[src/rtl/iceberg_logic_pkg.sv]
// Shared op codes, FSM encoding and sizing helper for the bit-serial logic unit.
package iceberg_logic_pkg;

  localparam logic [1:0] OP_AND  = 2'b00;
  localparam logic [1:0] OP_OR   = 2'b01;
  localparam logic [1:0] OP_XOR  = 2'b10;
  localparam logic [1:0] OP_NAND = 2'b11;

  typedef enum logic [1:0] {
    S_IDLE = 2'd0,
    S_RUN  = 2'd1,
    S_DONE = 2'd2
  } state_t;

  // A single-step build still needs a 1-bit counter.
  function automatic int cnt_width(input int n);
    return (n > 1) ? $clog2(n) : 1;
  endfunction

endpackage

[src/rtl/logic_slice.sv]
// Combinational AND/OR/XOR/NAND over STEP bit pairs.
module logic_slice
  import iceberg_logic_pkg::*;
#(
  parameter int STEP = 1
) (
  input  logic [1:0]      op,
  input  logic [STEP-1:0] a,
  input  logic [STEP-1:0] b,
  output logic [STEP-1:0] y
);

  always_comb begin
    y = '0;
    case (op)
      OP_AND:  y = a & b;
      OP_OR:   y = a | b;
      OP_XOR:  y = a ^ b;
      default: y = ~(a & b);
    endcase
  end

endmodule

[src/rtl/serial_logic16.sv]
// Bit-serial logic unit: latches two operands, processes STEP bits per clock,
// and presents the result behind a valid/ready pair.
//   state  | meaning
//   S_IDLE | waiting for operands, in_ready high
//   S_RUN  | shifting operands through the slice
//   S_DONE | result on y16, waiting for out_ready
module serial_logic16
  import iceberg_logic_pkg::*;
#(
  parameter int WIDTH = 16,
  parameter int STEP  = 1
) (
  input  logic             clk,
  input  logic             rst,
  input  logic             in_valid,
  output logic             in_ready,
  input  logic [1:0]       op,
  input  logic [WIDTH-1:0] a16,
  input  logic [WIDTH-1:0] b16,
  output logic             out_valid,
  input  logic             out_ready,
  output logic [WIDTH-1:0] y16,
  output logic             busy
);

  localparam int N     = WIDTH / STEP;
  localparam int CNT_W = cnt_width(N);
  localparam logic [CNT_W-1:0] CNT_LAST = CNT_W'(N - 1);

  state_t           state_q, state_d;
  logic [CNT_W-1:0] cnt_q, cnt_d;
  logic [WIDTH-1:0] a_q, a_d;
  logic [WIDTH-1:0] b_q, b_d;
  logic [WIDTH-1:0] res_q, res_d;
  logic [WIDTH-1:0] y_q, y_d;
  logic [1:0]       op_q, op_d;
  logic             in_ready_q, in_ready_d;
  logic             out_valid_q, out_valid_d;
  logic             busy_q, busy_d;

  logic [STEP-1:0]  slice_y;
  logic [WIDTH-1:0] res_shift;
  logic             unused_res_lsbs;

  logic_slice #(.STEP(STEP)) u_slice (
    .op (op_q),
    .a  (a_q[STEP-1:0]),
    .b  (b_q[STEP-1:0]),
    .y  (slice_y)
  );

  // New bits enter at the MSB so that after N steps bit i lines up with a[i]/b[i].
  generate
    if (STEP == WIDTH) begin : g_single
      assign res_shift       = slice_y;
      assign unused_res_lsbs = ^res_q;
    end else begin : g_multi
      assign res_shift       = {slice_y, res_q[WIDTH-1:STEP]};
      assign unused_res_lsbs = ^res_q[STEP-1:0];
    end
  endgenerate

  always_comb begin
    state_d     = state_q;
    cnt_d       = cnt_q;
    a_d         = a_q;
    b_d         = b_q;
    res_d       = res_q;
    y_d         = y_q;
    op_d        = op_q;
    in_ready_d  = in_ready_q;
    out_valid_d = out_valid_q;
    busy_d      = busy_q;
    case (state_q)
      S_IDLE: begin
        if (in_valid) begin
          a_d        = a16;
          b_d        = b16;
          op_d       = op;
          cnt_d      = '0;
          state_d    = S_RUN;
          in_ready_d = 1'b0;
          busy_d     = 1'b1;
        end
      end
      S_RUN: begin
        a_d   = a_q >> STEP;
        b_d   = b_q >> STEP;
        res_d = res_shift;
        if (cnt_q == CNT_LAST) begin
          state_d     = S_DONE;
          y_d         = res_shift;
          out_valid_d = 1'b1;
        end else begin
          cnt_d = cnt_q + CNT_W'(1);
        end
      end
      S_DONE: begin
        if (out_ready) begin
          state_d     = S_IDLE;
          out_valid_d = 1'b0;
          in_ready_d  = 1'b1;
          busy_d      = 1'b0;
        end
      end
      default: begin
        state_d     = S_IDLE;
        out_valid_d = 1'b0;
        in_ready_d  = 1'b1;
        busy_d      = 1'b0;
      end
    endcase
  end

  always_ff @(posedge clk or posedge rst) begin
    if (rst) begin
      state_q     <= S_IDLE;
      cnt_q       <= '0;
      a_q         <= '0;
      b_q         <= '0;
      res_q       <= '0;
      y_q         <= '0;
      op_q        <= OP_AND;
      in_ready_q  <= 1'b1;
      out_valid_q <= 1'b0;
      busy_q      <= 1'b0;
    end else begin
      state_q     <= state_d;
      cnt_q       <= cnt_d;
      a_q         <= a_d;
      b_q         <= b_d;
      res_q       <= res_d;
      y_q         <= y_d;
      op_q        <= op_d;
      in_ready_q  <= in_ready_d;
      out_valid_q <= out_valid_d;
      busy_q      <= busy_d;
    end
  end

  assign in_ready  = in_ready_q;
  assign out_valid = out_valid_q;
  assign busy      = busy_q;
  assign y16       = y_q;

endmodule
[config.mk]
export PLATFORM = sky130hd
export DESIGN_NAME = serial_logic16
export DESIGN_NICKNAME = d
export VERILOG_FILES = /design/src/rtl/iceberg_logic_pkg.sv /design/src/rtl/logic_slice.sv /design/src/rtl/serial_logic16.sv
export SDC_FILE = /design/constraint.sdc
export NUM_CORES = 1
export LEC_CHECK = 0
export CORE_UTILIZATION = 40
export CTS_BUF_LIST = sky130_fd_sc_hd__clkbuf_16
export CTS_CLUSTER_DIAMETER = 40
export CTS_CLUSTER_SIZE = 12
export DETAILED_ROUTE_END_ITERATION = 10
export PLACE_DENSITY_LB_ADDON = 0.25
export REMOVE_ABC_BUFFERS = 1
export SKIP_LAST_GASP = 1
export SYNTH_ARGS = -nofsm -noshare
export SYNTH_HDL_FRONTEND = slang
export SYNTH_SLANG_ARGS = --single-unit
[constraint.sdc]
create_clock -name clk -period 5.2 [get_ports clk]
set_clock_uncertainty 0.15 [all_clocks]
set_input_delay 1.3 -clock clk [delete_from_list [all_inputs] [get_ports clk]]
set_output_delay 1.3 -clock clk [all_outputs]
set_load 0.02 [all_outputs]
# Yosys cells after proc, flatten, opt, wreduce, memory -nomap -nowiden
# Cells that the tools add are included.
[classes]
n_addsub = 1
mul = 0
div_mod_pow = 0
magnitude_cmp = 0
eq_ne = 9
shifts = 0
n_mux = 20
bitwise = 6
n_reduce_logical = 10
[op_table]
columns = ["op", "n"]
rows = [
  ["16-bit one-hot mux with 2 select lines", 2],
  ["16-bit two-way mux", 2],
  ["1-bit one-hot mux with 3 select lines", 4],
  ["3-bit AND reduction", 4],
  ["4-bit two-way mux", 2],
  ["2-bit inequality test, second input constant", 4],
  ["4-bit one-hot mux with 2 select lines", 1],
  ["2-bit two-way mux", 3],
  ["2-bit one-hot mux with 3 select lines", 1],
  ["2-bit AND reduction", 3],
  ["1-bit two-way mux", 5],
  ["4-bit by 1-bit adder with 4-bit output, second input constant", 1],
  ["2-bit by 1-bit equality test with 1-bit output, second input constant", 2],
  ["2-bit equality test, second input constant", 2],
  ["4-bit equality test, second input constant", 1],
  ["2-bit zero test", 2],
  ["1-bit inverter", 3],
  ["2-bit nonzero test", 1],
  ["1-bit AND", 1],
  ["1-bit OR", 1],
  ["1-bit bitwise XOR", 1],
]
[totals]
reg_bits = 75
latch_bits = 0
ramBits = 0
romBits = 0
inputBits = 38
output_inout_bits = 19
elab_cells = 56
mem_count = 0

# Depth between registers and ports, before layout
# Gate-level depths: netlist of run 1.
[depth]
depth_word = 3
mapped_depth = 7

# Hierarchy
# Synthesis of run 1 repeated with hierarchy kept, for this count alone.
[unflattened]
hier_cells = 287
area_unflattened_um2 = 3245.6
[modules_own_cells]
columns = ["mod", "instances", "cells_each", "area_each_um2", "seq_area_each_um2"]
rows = [
  ["serial_logic16", 1, 276, 3173.0, 1853.0],
  ["logic_slice", 1, 11, 72.6, 0.0],
]

# Worst setup path before layout of run 1
# No wires, ideal clock.
[synth_timing]
kind = "input-to-reg"
from = "input port in_valid"
to = "register cnt_q[1]"
arrival_ps = 2011
path_slack_ps = 2919
path_stages = 2
path_buffers = 0
cell_sequence = "or3b_2 -> a31o_2"
[synth_via]
elab_chain_len = 2
[synth_rtl]
columns = ["element", "line_no", "source"]
rows = [
  ["from (decl)", "serial_logic16.sv:15", "input logic in_valid,"],
  ["2-bit inequality test (no line)", "n/a", ""],
  ["3-bit AND reduction (no line)", "n/a", ""],
  ["to (signal assigned)", "serial_logic16.sv:129", "cnt_q <= cnt_d;"],
  ["to (decl)", "serial_logic16.sv:31", "logic [CNT_W-1:0] cnt_q, cnt_d;"],
]
# Every way passes these cells.
# A chain may end at the register's enable or synchronous reset.

# Final worst setup path of run 1
[layout_timing]
from = "input port in_valid"
to = "register b_q[2]"
[layout_via]
elab_chain_len = 2
[layout_rtl]
columns = ["element", "line_no", "source"]
rows = [
  ["2-bit inequality test (no line)", "n/a", ""],
  ["2-bit AND reduction (no line)", "n/a", ""],
  ["to (signal assigned)", "serial_logic16.sv:120", "b_q <= '0;"],
  ["to (signal assigned)", "serial_logic16.sv:131", "b_q <= b_d;"],
  ["to (decl)", "serial_logic16.sv:33", "logic [WIDTH-1:0] b_q, b_d;"],
]
# Every way passes these cells.

==> out/metrics.yaml, run 1 <==
total_power_mw: 2.405
crit_slowest_cell: "o21bai_4"
syn-instance-count: 288
io_buffers: 56
nets: 380
path_class: "in -> reg"
syn_area_per_cell_um2: 11.37
cp_top_family: "compound AO/OA/AOI/OAI gates"
fin_ws_ps: 2269
synth-seq-area-share_pct: 56.59
track_usage_pct: 14.79
placed_cells: 430
antenna_found_initial: 0
grt_pass1_wl_um: 9653
ys.flop_type: "dfrtp_1"
hold_buffers: 0
cts_tree: "yes"
drt-pass1-iter-count: 4
min_period_ps: 2931
stdcell_count: 446
clock_path_buffers: 2
cp_cell_sequence: "clkdlybuf4s50_1 > o21bai_4 > o21ai_0"
ys_types: 33
place_area_um2: 3845
cts_sinks: 74
drt-wirelength-per-cell_um: 12.77
post_cts_resize_count: 0
cp.buffers_inverters: 1
die_x_um: 92.48
drt-total-wl_um: 5696
initial_core_util_pct: 41.94
grt_overflow: 0
clkTransAtPathRegs_ps: 60
ys_async_sr_fraction_pct: 100.0
hold_class: "reg -> reg"
ant_nets: 0
path_max_fanout: 62
ctsHtreeMaxLevel: 3
cp_slowest_stage_delay_ps: 880
end_kind: "flop"
synth_edf_count: 0
crit_start: "in_valid"
rsz0062_at_grt: "false"
fmaxAchievable_mhz: 341.2
grt_max_degree: 63
tns_ps: 0
final_cell_area_um2: 4148
hold_path_startpoint: "res_q[1]$_DFFE_PP0P_"
chipHeight_um: 92.48
drt-initial-drc-count: 68
yosysWarnings: 0
drcViolationCount: 0
cap_violations: 0
antenna_cells: 0
outcome: "finished, final reports clean"
io_pins: 57
arrival_ps: 2940
vias_per_cell: 4.901
via_count: 2186
dieArea_um2: 8552
setup_viol: 0
power_density_nw_per_um2: 579.9
cts_setup_buffers: 0
irDropWorstVdd_mv: 0.2417
worst_pin_slew_ps: 1120
fill_cells: 719
critPathLaunchType: "input pin"
globalplace.congestion: 0.6961
grt_pass1_vias: 2126
hold-worst-slack_ps: 325.8
core-area_um2: 7807
slew_violations: 0
cts_made_buffers: 9
r2r-start: "state_q[0]$_DFFE_PP0P_"
cts-root-buf: "clkbuf_16"
max_slew_margin_pct: 25.13
leakagePower_nw: 1.950
rows: 32
insertion_delay_ps: 330
synth_area_um2: 3274
dpl_worst_slack_ps: 1891
hold_violations: 0
layout-drive-gt1-share_pct: 12.50
post-route-util_pct: 53.13
period_share_pct: 56.37
ys_ff_latch: 74
critPathRequiredTime_ps: 5210
detailed_place_hpwl_um: 3709
syn2layout_area_growth_pct: 26.67
-- worst min-delay path: stages, from the launching register on --
cell	delay, ps
dfrtp_1	340
nand2_1	50
nand2_1	50
-- path summary, 6_finish.rpt --
check / cells past startpoint / to / slack (ps)
setup / recovery: 3 / b_q[2]$_DFFE_PP0P_ / 2270
max in group asynchronous: 3 / state_q[0]$_DFFE_PP0P_ / 2640
setup reg to reg: 3 / cnt_q[1]$_DFFE_PP0P_ / 3060
hold reg to reg: 2 / res_q[1]$_DFFE_PP0P_ / 330
hold / removal: 2 / res_q[1]$_DFFE_PP0P_ / 330
min in group asynchronous: 2 / y16[10]$_DFFE_PP0P_ / 1280
-- cells in the final DEF, fill, tap and decap left out, types with 3 or more instances in the layout --
cell and count:
mux2i_1 34, nor2_1 3, o21ai_0 31, dfrtp_1 73, mux2_4 8, clkbuf_16 9
ha_1 3, nand2_1 80, mux2_2 10, inv_1 4, clkdlybuf4s50_1 56
-- area by class of cell --
| type | count | area (um^2) | share of cell area, % |
|---|---|---|---|
| Clock inverter | 7 | 77.57 | 1.870 |
| Multi-Input combinational cell | 192 | 1277 | 30.80 |
| Inverter | 5 | 18.77 | 0.4525 |
| Sequential cell | 74 | 1853 | 44.68 |
| Timing Repair Buffer | 57 | 568.0 | 13.70 |
| Clock buffer | 9 | 225.2 | 5.430 |
| Tap cell | 102 | 127.6 | 3.077 |
-- cells by family after synthesis --
group,Yosys count,share of synthesized area (%)
and+or+nand+nor,93,12.11
DFF,74,56.59
muxes,52,17.50
AOI/OAI and AO/OA,43,7.528
buffers and inverters,22,4.853
adders and majority gates,3,1.146
xor gates and xnor gates,1,0.2675
-- cell usage after synthesis, types with 2 or more instances --
| library cell | n | area, um^2 |
|---|---|---|
| buf_6 | 4 | 45.04 |
| dfrtp_1 | 73 | 1827 |
| buf_2 | 3 | 15.01 |
| ha_1 | 3 | 37.54 |
| nor2_1 | 3 | 11.26 |
| mux2_4 | 8 | 120.1 |
| o22ai_1 | 2 | 12.51 |
| a21o_1 | 2 | 15.01 |
| a22o_1 | 2 | 17.52 |
| inv_1 | 5 | 18.77 |
| nor2b_1 | 2 | 12.51 |
| nand2_1 | 80 | 300.3 |
| o21ai_0 | 31 | 155.2 |
| mux2_2 | 10 | 112.6 |
| buf_4 | 4 | 30.03 |
| mux2i_1 | 34 | 340.3 |
| and3_1 | 2 | 12.51 |
| nand3_1 | 2 | 10.01 |
| clkbuf_1 | 4 | 15.01 |
-- layer usage --
layer  up-vias  wire length [um]  GRT usage, %
li1       1073                 -             -
met1      1055              2697         18.56
met2        50              2667         23.52
met3         8               253         4.926
met4         0                78         5.859
met5         -                 0             0
-- flip-flops by register name, summed over array words and instances (netlist names) --
register   count
a_q           16
b_q           16
y16           16
res_q         15
cnt_q          4
op_q           2
state_q        2
busy           1
in_ready       1
out_valid      1
-- where the power goes --
part	internal [mW]	switching, mW
sequential	0.829	0.160
combinational	0.395	0.400
clock	0.375	0.245
total	1.60	0.806
Power figures use the tool's default switching activity.
==> run 2: changes to the inputs <==
- clock period: 5.2 -> 3.1 ns (I/O delays scaled with it)
==> out/metrics.yaml, run 2 (synthesis results as in run 1) <==
power_density_nw_per_um2: 993.9
comb_power_share_pct: 31.9
final_cell_mix: "80 x nand2_1, 73 x dfrtp_1, 56 x clkdlybuf4s50_1"
cts_setup_buffers: 0
fmaxAchievable_mhz: 420.0
arrival_ps: 1460
p_sw_share_pct: 31.92
leakagePower_nw: 1.990
drt-wirelength-per-cell_um: 12.34
insertion_delay_ps: 330
cp_top_family: "buffers and inverters"
cp.buffers_inverters: 1
final_cell_area_um2: 4229
layout-drive-gt1-share_pct: 13.26
ant_nets: 0
worst_pin_slew_ps: 687.5
drt-initial-drc-count: 106
track_usage_pct: 15.02
irDropWorstVdd_mv: 0.4749
grt_overflow: 0
cap_violations: 0
power_frac_seq_pct: 39.5
io_buffers: 56
place_area_um2: 3880
grt_pass1_vias: 2170
hold_class: "reg -> reg"
period_share_pct: 76.80
path_max_fanout: 3
tns_ps: 0
drt-pass1-iter-count: 4
syn2layout_area_growth_pct: 29.16
outcome: "finished, final reports clean"
die_x_um: 92.48
hold_buffers: 0
clkTransAtPathRegs_ps: 60
grt_pass1_wl_um: 10020
nets: 383
rsz0062_at_grt: "false"
worstReg2RegEnd: "y16[11]$_DFFE_PP0P_"
hold_path_startpoint: "a_q[4]$_DFFE_PP0P_"
cts_tree: "yes"
grt_max_degree: 75
intPower_mw: 2.862
drt-total-wl_um: 5542
dieArea_um2: 8552
cts-root-buf: "clkbuf_16"
holdPathEnd: "a_q[4]$_DFFE_PP0P_"
max_slew_margin_pct: 54.07
cts_made_buffers: 9
cp_cell_sequence: "clkdlybuf4s50_1"
post_cts_resize_count: 0
globalplace.congestion: 0.7581
via_count: 2176
clock_path_buffers: 2
critPathLaunchType: "flop"
initial_core_util_pct: 41.94
holdPathStages: 2
antenna_cells: 0
min_period_ps: 2381
rows: 32
path_class: "reg -> out"
clkPwrFrac_pct: 28.6
cp_slowest_stage_delay_ps: 600
critPathRequiredTime_ps: 2170
detailed_place_hpwl_um: 3665
chipHeight_um: 92.48
slew_violations: 0
io_pins: 57
p_sw_mw: 1.342
final_common_cell: "nand2_1"
setup_viol: 0
r2r_cells: 3
reg2reg_slack_ps: 1090
cts_sinks: 74
r2r-start: "state_q[1]$_DFFE_PP0P_"
hold_violations: 0
vias_per_cell: 4.846
crit_slowest_cell: "clkdlybuf4s50_1"
post-route-util_pct: 54.17
end_kind: "output port"
antenna_found_initial: 0
core-area_um2: 7807
drcViolationCount: 0
ctsHtreeMaxLevel: 3
hold-worst-slack_ps: 329.3
[run 2: changes by cell type in the layout (fill, tap and decap cells not counted), sizes merged]
| cell | change |
|---|---|
| buf | +3 |
| clkinv | -3 |
| bufinv | +2 |
| inv | +1 |
[run 2: power groups by stage]
stage	Combinational [mW]	Sequential [mW]	Clock [mW]
detailed placement	1.37	1.68	0
CTS	1.37	1.67	1.23
floorplan	0.862	1.71	0
global placement	1.32	1.67	0
global route	1.52	1.72	1.28
finish	1.34	1.66	1.20
[run 2: worst max-delay path by stage]
stage | cells after the start | start | slack [ps] | end
finish | 1 | in_ready$_DFFE_PP1P_ | 720 | in_ready
global placement | 3 | in_valid | 750 | cnt_q[1]$_DFFE_PP0P_
global route | 1 | in_ready$_DFFE_PP1P_ | 680 | in_ready
CTS | 1 | in_ready$_DFFE_PP1P_ | 700 | in_ready
detailed placement | 4 | in_valid | 720 | b_q[1]$_DFFE_PP0P_
floorplan | 3 | state_q[0]$_DFFE_PP0P_ | 240 | cnt_q[1]$_DFFE_PP0P_
[run 2: worst min-delay path, cell delays in order, from the launching register on]
cell and delay, ps:
dfrtp_1 340, nand2_1 50, o21ai_0 60
[run 2: routing by layer]
layer	part of all wire, %	vias up	track usage, %
li1	-	1073	-
met1	46	1050	18.65
met2	47	46	23.83
met3	5.7	7	6.158
met4	1.2	0	4.688
met5	0	-	0
[run 2: per-stage QoR]
step / power [mW] / instances / setup slack [ps]
6_report: 4.203 / 449 / 719.2
5_1_grt: 4.517 / 449 / 678.1
4_1_cts: 4.271 / 449 / 701.2
3_5_place_dp: 3.052 / 433 / 722.9
3_3_place_gp: 2.992 / 433 / 746.6
2_1_floorplan: 2.572 / 271 / 244.5
[run 2: final cells by class]
| cell class | instances | area (um^2) |
|---|---|---|
| Timing Repair Buffer | 60 | 603.1 |
| Multi-Input combinational cell | 192 | 1277 |
| Fill cell | 688 | 3578 |
| Inverter | 5 | 18.77 |
| Tap cell | 102 | 127.6 |
| Sequential cell | 74 | 1853 |
| Clock buffer | 9 | 225.2 |
| Clock inverter | 7 | 123.9 |
==> run 3: changes to the inputs <==
- clock period: 3.1 -> 2.2 ns (I/O delays scaled with it)
==> out/metrics.yaml, run 3 (synthesis results as in run 1) <==
globalplace.congestion: 0.8058
drt-wirelength-per-cell_um: 12.40
drt-initial-drc-count: 77
cp.buffers_inverters: 1
crit_slowest_cell: "clkdlybuf4s50_1"
ctsHtreeMaxLevel: 3
clock_path_buffers: 2
cts_sinks: 74
detailed_place_hpwl_um: 3852
cp_slowest_stage_delay_ps: 610
grt_pass1_vias: 2082
clkTransAtPathRegs_ps: 60
period_share_pct: 91.37
irDropWorstVdd_mv: 0.5624
final_cell_mix: "80 x nand2_1, 73 x dfrtp_1, 55 x clkdlybuf4s50_1"
path_class: "reg -> out"
cp_top_family: "buffers and inverters"
cts_made_buffers: 9
fmaxAchievable_mhz: 497.5
arrival_ps: 1310
via_count: 2189
cts_tree: "yes"
fin_ws_ps: 189.8
slew_violations: 0
min_period_ps: 2010
ant_nets: 0
io_buffers: 56
worst_pin_slew_ps: 401.5
hold-worst-slack_ps: 326.4
hold_path_startpoint: "res_q[1]$_DFFE_PP0P_"
final_common_cell: "nand2_1"
io_pins: 57
layout-drive-gt1-share_pct: 14.65
cp_cell_sequence: "clkdlybuf4s50_1"
initial_core_util_pct: 41.94
hold_violations: 0
max_slew_margin_pct: 73.23
rsz0062_at_grt: "false"
cts_setup_buffers: 0
insertion_delay_ps: 330
tns_ps: 0
core-area_um2: 7807
antenna_found_initial: 0
fill_cells: 698
setup_viol: 0
critPathRequiredTime_ps: 1500
power_density_nw_per_um2: 1366
outcome: "finished, final reports clean"
syn2layout_area_growth_pct: 29.88
hold_class: "reg -> reg"
track_usage_pct: 14.59
r2r-start: "cnt_q[0]$_DFFE_PP0P_"
vias_per_cell: 4.790
antenna_cells: 0
drcViolationCount: 0
end_kind: "output port"
die_x_um: 92.48
crit_start: "busy$_DFFE_PP0P_"
final_cell_area_um2: 4253
chipHeight_um: 92.48
grt_pass1_wl_um: 9563
critPathLaunchType: "flop"
total_power_mw: 5.810
grt_overflow: 0
place_area_um2: 3940
grt_max_degree: 75
path_max_fanout: 3
dieArea_um2: 8552
drt-pass1-iter-count: 4
rows: 32
dpl_worst_slack_ps: 123.8
nets: 391
cts-root-buf: "clkbuf_16"
leakagePower_nw: 2.035
drt-total-wl_um: 5665
cap_violations: 0
-- run 3: layout make-up --
class / count / area, um^2 / area share, %
clock buffers: 9 / 225.2 / 5.296
flip-flops and latches: 74 / 1853 / 43.57
clock inverters: 7 / 85.08 / 2.001
well taps: 102 / 127.6 / 3.001
inverters: 5 / 18.77 / 0.4413
repair buffers: 68 / 665.6 / 15.65
multi-input cells: 192 / 1277 / 30.04
-- run 3: worst paths after layout --
check	end	slack (ps)	cells past startpoint
setup / recovery	busy	190	1
hold / removal	res_q[1]$_DFFE_PP0P_	330	2
setup reg to reg	y16[15]$_DFFE_PP0P_	310	4
hold reg to reg	res_q[1]$_DFFE_PP0P_	330	2
max in group asynchronous	in_ready$_DFFE_PP1P_	1080	3
min in group asynchronous	y16[9]$_DFFE_PP0P_	450	3
-- run 3: metal layers --
metal  share of wire (%)  up-vias  track usage (%)  wire length, um
li1                    -     1097                -                -
met1                  49     1034            19.20             2752
met2                  45       51            21.79             2559
met3                 4.8        7            5.337              274
met4                 1.4        0            5.859               79
met5                   0        -                0                0
-- run 3: repair_timing --
item,4_1_cts,5_1_grt
resized for setup,0,1
endpoints found under the setup margin,0,1
hold buffers,0,0
-- run 3: metrics by stage --
stage / util (%) / instances
2_1_floorplan: - / 271
3_3_place_gp: 50.46 / 441
3_5_place_dp: 50.46 / 441
4_1_cts: 54.44 / 457
5_1_grt: 54.47 / 457
6_report: 54.47 / 457
-- run 3: power by group --
| group | internal, mW | switching (mW) | leakage (nW) |
|---|---|---|---|
| clock | 0.979 | 0.532 | 0.154 |
| sequential | 1.96 | 0.373 | 0.936 |
| combinational | 1.00 | 0.961 | 0.945 |
